## config.mk

```make
export PLATFORM = sky130hd
export DESIGN_NAME = core_mc_top
export DESIGN_NICKNAME = d
export VERILOG_FILES = /design/src/rtl/core_mc_top.sv
export SDC_FILE = /design/constraint.sdc
export NUM_CORES = 2
export LEC_CHECK = 0
export ABC_CLOCK_PERIOD_IN_PS = 11320
export CAP_MARGIN = 0
export CORE_MARGIN = 2
export CORE_UTILIZATION = 25
export CTS_CLUSTER_SIZE = 20
export DETAILED_ROUTE_END_ITERATION = 10
export PLACE_DENSITY_LB_ADDON = 0.2
export SLEW_MARGIN = 5
export SYNTH_ARGS = -nofsm -noshare
export SYNTH_HDL_FRONTEND = slang
export SYNTH_SLANG_ARGS = --single-unit
```

## constraint.sdc

```tcl
create_clock -name clk -period 11.32 [get_ports clk]
set_input_delay 2.83 -clock clk [delete_from_list [all_inputs] [get_ports clk]]
set_output_delay 2.83 -clock clk [all_outputs]
set_load 0.01 [all_outputs]
```

## src/rtl/core_mc_top.sv

```systemverilog
// core_mc_top: multicycle RV32I-subset core with one shared memory port.
// Instruction fetch and data accesses share a req/ready handshake, so the
// core tolerates any number of wait cycles. Illegal instructions halt it.
// Optional build macro CORE_SIM_TAP_EN exposes x28..x31 on sim_t3..sim_t6.
module core_mc_top #(
  parameter logic [31:0] RESET_PC = 32'h0000_0000,
  parameter int          NREGS    = 32
) (
  input  logic        clk,
  input  logic        reset,
  output logic        mem_req,
  output logic        mem_we,
  output logic [31:0] mem_addr,
  output logic [31:0] mem_wdata,
  input  logic [31:0] mem_rdata,
  input  logic        mem_ready,
  output logic        halted,
  output logic        retire,
  output logic [31:0] sim_t3,
  output logic [31:0] sim_t4,
  output logic [31:0] sim_t5,
  output logic [31:0] sim_t6
);

  localparam int          IW      = $clog2(NREGS);
  localparam logic [31:0] NREGS_W = 32'(NREGS);

  localparam logic [6:0] OP_LOAD  = 7'b0000011;
  localparam logic [6:0] OP_STORE = 7'b0100011;
  localparam logic [6:0] OP_REG   = 7'b0110011;
  localparam logic [6:0] OP_IMM   = 7'b0010011;
  localparam logic [6:0] OP_BR    = 7'b1100011;
  localparam logic [6:0] OP_JAL   = 7'b1101111;

  typedef enum logic [3:0] {
    S_FETCH, S_DECODE, S_MEMADR, S_MEMREAD, S_MEMWB, S_MEMWRITE,
    S_EXECR, S_EXECI, S_ALUWB, S_BEQ, S_JAL, S_TRAP
  } state_t;

  state_t      state, next_state, dec_state;
  logic [31:0] pc, old_pc, ir, a, b, alu_out, data, target;
  logic [31:0] regs [NREGS];
  logic [31:0] rs1_val, rs2_val, alu_res, op_b, mem_ea;
  logic        rs1_bad, rs2_bad, rd_bad;

  logic [6:0]  opcode, funct7;
  logic [4:0]  rd, rs1, rs2;
  logic [2:0]  funct3;
  logic [31:0] imm_i, imm_s, imm_b, imm_j;

  assign opcode = ir[6:0];
  assign rd     = ir[11:7];
  assign funct3 = ir[14:12];
  assign rs1    = ir[19:15];
  assign rs2    = ir[24:20];
  assign funct7 = ir[31:25];
  assign imm_i  = {{20{ir[31]}}, ir[31:20]};
  assign imm_s  = {{20{ir[31]}}, ir[31:25], ir[11:7]};
  assign imm_b  = {{20{ir[31]}}, ir[7], ir[30:25], ir[11:8], 1'b0};
  assign imm_j  = {{12{ir[31]}}, ir[19:12], ir[20], ir[30:21], 1'b0};

  assign rs1_bad = ({27'd0, rs1} >= NREGS_W);
  assign rs2_bad = ({27'd0, rs2} >= NREGS_W);
  assign rd_bad  = ({27'd0, rd}  >= NREGS_W);

  // Register file read ports; x0 and out-of-range indices read as zero
  always_comb begin
    rs1_val = '0;
    rs2_val = '0;
    if (rs1 != 5'd0 && !rs1_bad) rs1_val = regs[rs1[IW-1:0]];
    if (rs2 != 5'd0 && !rs2_bad) rs2_val = regs[rs2[IW-1:0]];
  end

  // Decoder: pick the execute state, or TRAP for anything unsupported
  always_comb begin
    dec_state = S_TRAP;
    case (opcode)
      OP_LOAD:  if (funct3 == 3'b010 && !rs1_bad && !rd_bad) dec_state = S_MEMADR;
      OP_STORE: if (funct3 == 3'b010 && !rs1_bad && !rs2_bad) dec_state = S_MEMADR;
      OP_REG: begin
        if (!rs1_bad && !rs2_bad && !rd_bad &&
            ((funct7 == 7'b0000000 && (funct3 == 3'b000 || funct3 == 3'b111 ||
                                       funct3 == 3'b110 || funct3 == 3'b010)) ||
             (funct7 == 7'b0100000 && funct3 == 3'b000)))
          dec_state = S_EXECR;
      end
      OP_IMM: begin
        if (!rs1_bad && !rd_bad &&
            (funct3 == 3'b000 || funct3 == 3'b111 || funct3 == 3'b110 || funct3 == 3'b010))
          dec_state = S_EXECI;
      end
      OP_BR:  if (funct3 == 3'b000 && !rs1_bad && !rs2_bad) dec_state = S_BEQ;
      OP_JAL: if (!rd_bad) dec_state = S_JAL;
      default: dec_state = S_TRAP;
    endcase
  end

  // ALU for register and immediate forms; subtraction only in the R form
  always_comb begin
    op_b    = (state == S_EXECR) ? b : imm_i;
    alu_res = '0;
    case (funct3)
      3'b000:  alu_res = (state == S_EXECR && funct7[5]) ? a - op_b : a + op_b;
      3'b111:  alu_res = a & op_b;
      3'b110:  alu_res = a | op_b;
      3'b010:  alu_res = {31'd0, $signed(a) < $signed(op_b)};
      default: alu_res = '0;
    endcase
    mem_ea = a + ((opcode == OP_STORE) ? imm_s : imm_i);
  end

  // State register
  always_ff @(posedge clk or negedge reset) begin
    if (!reset) state <= S_FETCH;
    else        state <= next_state;
  end

  // Next state and bus outputs; everything idles while reset is held low
  always_comb begin
    next_state = state;
    mem_req    = 1'b0;
    mem_we     = 1'b0;
    mem_addr   = '0;
    mem_wdata  = '0;
    retire     = 1'b0;
    halted     = 1'b0;
    if (reset) begin
      case (state)
        S_FETCH: begin
          mem_req  = 1'b1;
          mem_addr = {pc[31:2], 2'b00};
          if (mem_ready) next_state = S_DECODE;
        end
        S_DECODE: next_state = dec_state;
        S_MEMADR: begin
          if (mem_ea[1:0] != 2'b00)  next_state = S_TRAP;
          else if (opcode == OP_STORE) next_state = S_MEMWRITE;
          else                         next_state = S_MEMREAD;
        end
        S_MEMREAD: begin
          mem_req  = 1'b1;
          mem_addr = {alu_out[31:2], 2'b00};
          if (mem_ready) next_state = S_MEMWB;
        end
        S_MEMWRITE: begin
          mem_req   = 1'b1;
          mem_we    = 1'b1;
          mem_addr  = {alu_out[31:2], 2'b00};
          mem_wdata = b;
          if (mem_ready) begin
            retire     = 1'b1;
            next_state = S_FETCH;
          end
        end
        S_EXECR, S_EXECI: next_state = S_ALUWB;
        S_MEMWB, S_ALUWB, S_BEQ, S_JAL: begin
          retire     = 1'b1;
          next_state = S_FETCH;
        end
        S_TRAP:  halted = 1'b1;
        default: next_state = S_TRAP;
      endcase
    end
  end

  // Datapath registers and register-file writeback
  always_ff @(posedge clk or negedge reset) begin
    if (!reset) begin
      pc      <= RESET_PC;
      old_pc  <= '0;
      ir      <= '0;
      a       <= '0;
      b       <= '0;
      alu_out <= '0;
      data    <= '0;
      target  <= '0;
      for (int i = 0; i < NREGS; i++) regs[i] <= '0;
    end else begin
      case (state)
        S_FETCH: begin
          if (mem_ready) begin
            ir     <= mem_rdata;
            old_pc <= pc;
            pc     <= pc + 32'd4;
          end
        end
        S_DECODE: begin
          a      <= rs1_val;
          b      <= rs2_val;
          target <= old_pc + ((opcode == OP_JAL) ? imm_j : imm_b);
        end
        S_MEMADR:  alu_out <= mem_ea;
        S_MEMREAD: if (mem_ready) data <= mem_rdata;
        S_MEMWB:   if (rd != 5'd0) regs[rd[IW-1:0]] <= data;
        S_EXECR, S_EXECI: alu_out <= alu_res;
        S_ALUWB:   if (rd != 5'd0) regs[rd[IW-1:0]] <= alu_out;
        S_BEQ:     if (a == b) pc <= target;
        S_JAL: begin
          if (rd != 5'd0) regs[rd[IW-1:0]] <= old_pc + 32'd4;
          pc <= target;
        end
        default: ;
      endcase
    end
  end

`ifdef CORE_SIM_TAP_EN
  if (NREGS > 31) begin : g_tap
    assign sim_t3 = regs[28];
    assign sim_t4 = regs[29];
    assign sim_t5 = regs[30];
    assign sim_t6 = regs[31];
  end else begin : g_no_tap
    assign sim_t3 = '0;
    assign sim_t4 = '0;
    assign sim_t5 = '0;
    assign sim_t6 = '0;
  end
`else
  assign sim_t3 = '0;
  assign sim_t4 = '0;
  assign sim_t5 = '0;
  assign sim_t6 = '0;
`endif

endmodule

```

==> results.json <==
{
  "async_flop_share_pct": 100,
  "grt_pass1_vias": 59200,
  "clkTransAtPathRegs_ns": 0.06,
  "wirelength_mm": 319,
  "dpl_cell_area_um2": 79800,
  "area_delta_synth_final_pct": 13.8,
  "place_hpwl_mm": 220,
  "hp-class": "reg -> reg",
  "layout-drive-gt1-share_pct": 15.4,
  "cp.arrival_ns": 4.81,
  "drt_pre_antenna_iters": 6,
  "yosys-top-cells-count": "dfrtp_1 (1284), nand2_1 (1284), o21ai_0 (935)",
  "seq_power_share_pct": 31.4,
  "final_cells": 11400,
  "die_h_um": 551,
  "holdWs_ns": 0.393,
  "rr_startpoint": "state[0]",
  "period_needed_ns": 7.64,
  "clk_path_buf_depth": 3,
  "hold_violations": 0,
  "final_util_pct": 28.5,
  "clk_latency_ns": 0.86,
  "cts_hold_buf": 0,
  "ctsResizeCount": 0,
  "rrSetupSlack_ns": 5.97,
  "synth_ff_type": "dfrtp_1",
  "yosysWarningCount": 0,
  "yosysUniqueCellTypes": 105,
  "end_kind": "output port",
  "fmaxAchievable_mhz": 131,
  "endpoint": "halted",
  "fp-row-count": 201,
  "synth_area_um2": 74900,
  "maxCapViolCount": 0,
  "route.detailed.drc": 0,
  "htreeDepth": 4,
  "synth_top_area_cell": "dfrtp_1",
  "pwr-share-comb_pct": 48.4,
  "ys_seq_area_share_pct": 42.9,
  "fin_setup_tns_ns": 0,
  "synth_cells": 7490,
  "yosys.area.top_type_share_pct": 42.9,
  "layout.nets": 7510,
  "p_int_mw": 14.3,
  "postCtsSetupRepairBufs": 0,
  "cts_made_buffers": 156,
  "pwr_density_cell_nw_per_um2": 314,
  "fill_cells": 31300,
  "coreArea_um2": 299000,
  "cts-root-buf": "clkbuf_16",
  "postSynthAreaPerCell_um2": 10.0,
  "postRouteAntennaNets": 0,
  "vdd_drop_max_mv": 0.175,
  "portBuffers": 100,
  "fp.dieArea_um2": 304000,
  "avgRoutedWirePerCell_um": 28.0,
  "synth_edf_count": 0,
  "place_inst": 11100,
  "gp_congestion": 0.936,
  "cp_max_fo": 82,
  "ys_ff_latch": 1284,
  "vias": 60700,
  "grt_overflow_total": 0,
  "worstMarginPinSlew_ns": 1.31,
  "clock_sinks": 1284,
  "grt_pass1_wl_mm": 456,
  "cts_tree": "yes",
  "critPathKind": "in -> out",
  "r2r_cells": 17,
  "synth_area_leaders": "dfrtp_1 (43%), mux4_2 (14%), nand2_1 (6.4%)",
  "skew_ns": 0.0513,
  "rsz0062_at_grt": "no",
  "drv_slew": 0,
  "p_leak_nw": 35.2,
  "antenna_found_initial": 14,
  "drt_iter0_markers": 6019,
  "viasPerCell": 5.32,
  "status": "finished clean",
  "grt.total_usage_pct": 20.6,
  "die_x_um": 551,
  "setup_viol": 0,
  "relSlewSlack_pct": 12.6,
  "netSwitchingFraction_pct": 46.8,
  "fin_area_um2": 85300,
  "worstPathRequired_ns": 8.49,
  "p_clk_share_pct": 20.2,
  "layout_worst_path_cycle_share_pct": 67.5,
  "boundaryPins": 231,
  "regToRegEndpoint": "alu_out[31]",
  "critPathLaunchType": "primary input",
  "power_switching_mw": 12.5,
  "initial_core_util_pct": 25.1,
  "crit_start": "reset",
  "grt_max_degree": 102
}
[logic make-up (layout without fill, tap and decap cells)]
group | count (synthesis) | count (layout) | synth area share, %
other | 1 | 133 | 0.00500
adders and majority gates | 164 | 164 | 2.78
DFF | 1284 | 1284 | 42.9
muxes | 790 | 790 | 18.4
xor gates and xnor gates | 146 | 146 | 1.71
buffers and inverters | 865 | 684 | 5.23
and+or+nand+nor | 2097 | 2097 | 11.8
AOI/OAI and AO/OA | 2143 | 2143 | 17.3
[power groups by stage]
stage | clock, mW | sequential (mW) | combinational, mW
2_1_floorplan | 0 | 7.21 | 8.73
3_3_place_gp | 0 | 8.33 | 12.8
3_5_place_dp | 0 | 8.42 | 12.8
4_1_cts | 5.51 | 8.35 | 12.9
5_1_grt | 5.70 | 8.58 | 13.9
6_report | 5.41 | 8.41 | 13.0
[per-layer routing]
layer	GRT usage (%)	wire, um	vias up
met5	0	55	-
met4	6.29	10100	8
met3	3.20	20200	428
met2	31.1	139000	2210
met1	30.3	150000	31500
li1	-	-	26600
[stage by stage]
step           setup slack [ns]  power, mW
3_3_place_gp               3.66       21.1
2_1_floorplan              4.99       15.9
6_report                   3.68       26.8
3_5_place_dp               3.61       21.3
5_1_grt                    3.47       28.2
4_1_cts                    3.61       26.7
[worst max-delay path, cell delays in order]
cell	delay [ns]
buf_16	0.24
buf_4	0.81
and3_1	0.29
clkdlybuf4s50_1	0.55
[worst min path at each step]
stage,start,endpoint,cells after the start
finish,flip-flop,flip-flop,0
global placement,flip-flop,flip-flop,0
detailed placement,flip-flop,flip-flop,0
floorplan,pc[0],old_pc[0],2
CTS,flip-flop,flip-flop,0
global route,flip-flop,flip-flop,0
[layout by cell type, fill, tap and decap left out, types with 60 or more instances in the layout]
master,n
conb_1,130
mux2i_1,235
mux4_2,458
nand2_1,1254
nor2_1,403
nor2b_1,76
o22a_1,92
buf_4,171
clkbuf_16,157
a21o_1,76
o22ai_1,123
clkdlybuf4s50_1,99
a21oi_1,439
o21ai_0,921
ha_1,160
nor3_1,60
o221ai_1,104
inv_1,120
mux2_2,97
xnor2_1,96
dfrtp_1,1274
[final cells by class]
class | count | area (um^2) | share of cell area [%]
Tap cell | 3958 | 4950 | 5.81
Multi-Input combinational cell | 5470 | 39800 | 46.6
Sequential cell | 1284 | 32200 | 37.7
Timing Repair Buffer | 278 | 2440 | 2.86
Clock buffer | 230 | 4650 | 5.46
Antenna cell | 3 | 7.51 | 0.00880
Clock inverter | 55 | 852 | 0.999
Inverter | 121 | 454 | 0.533
Note: power is estimated with default switching activity, not from simulation.
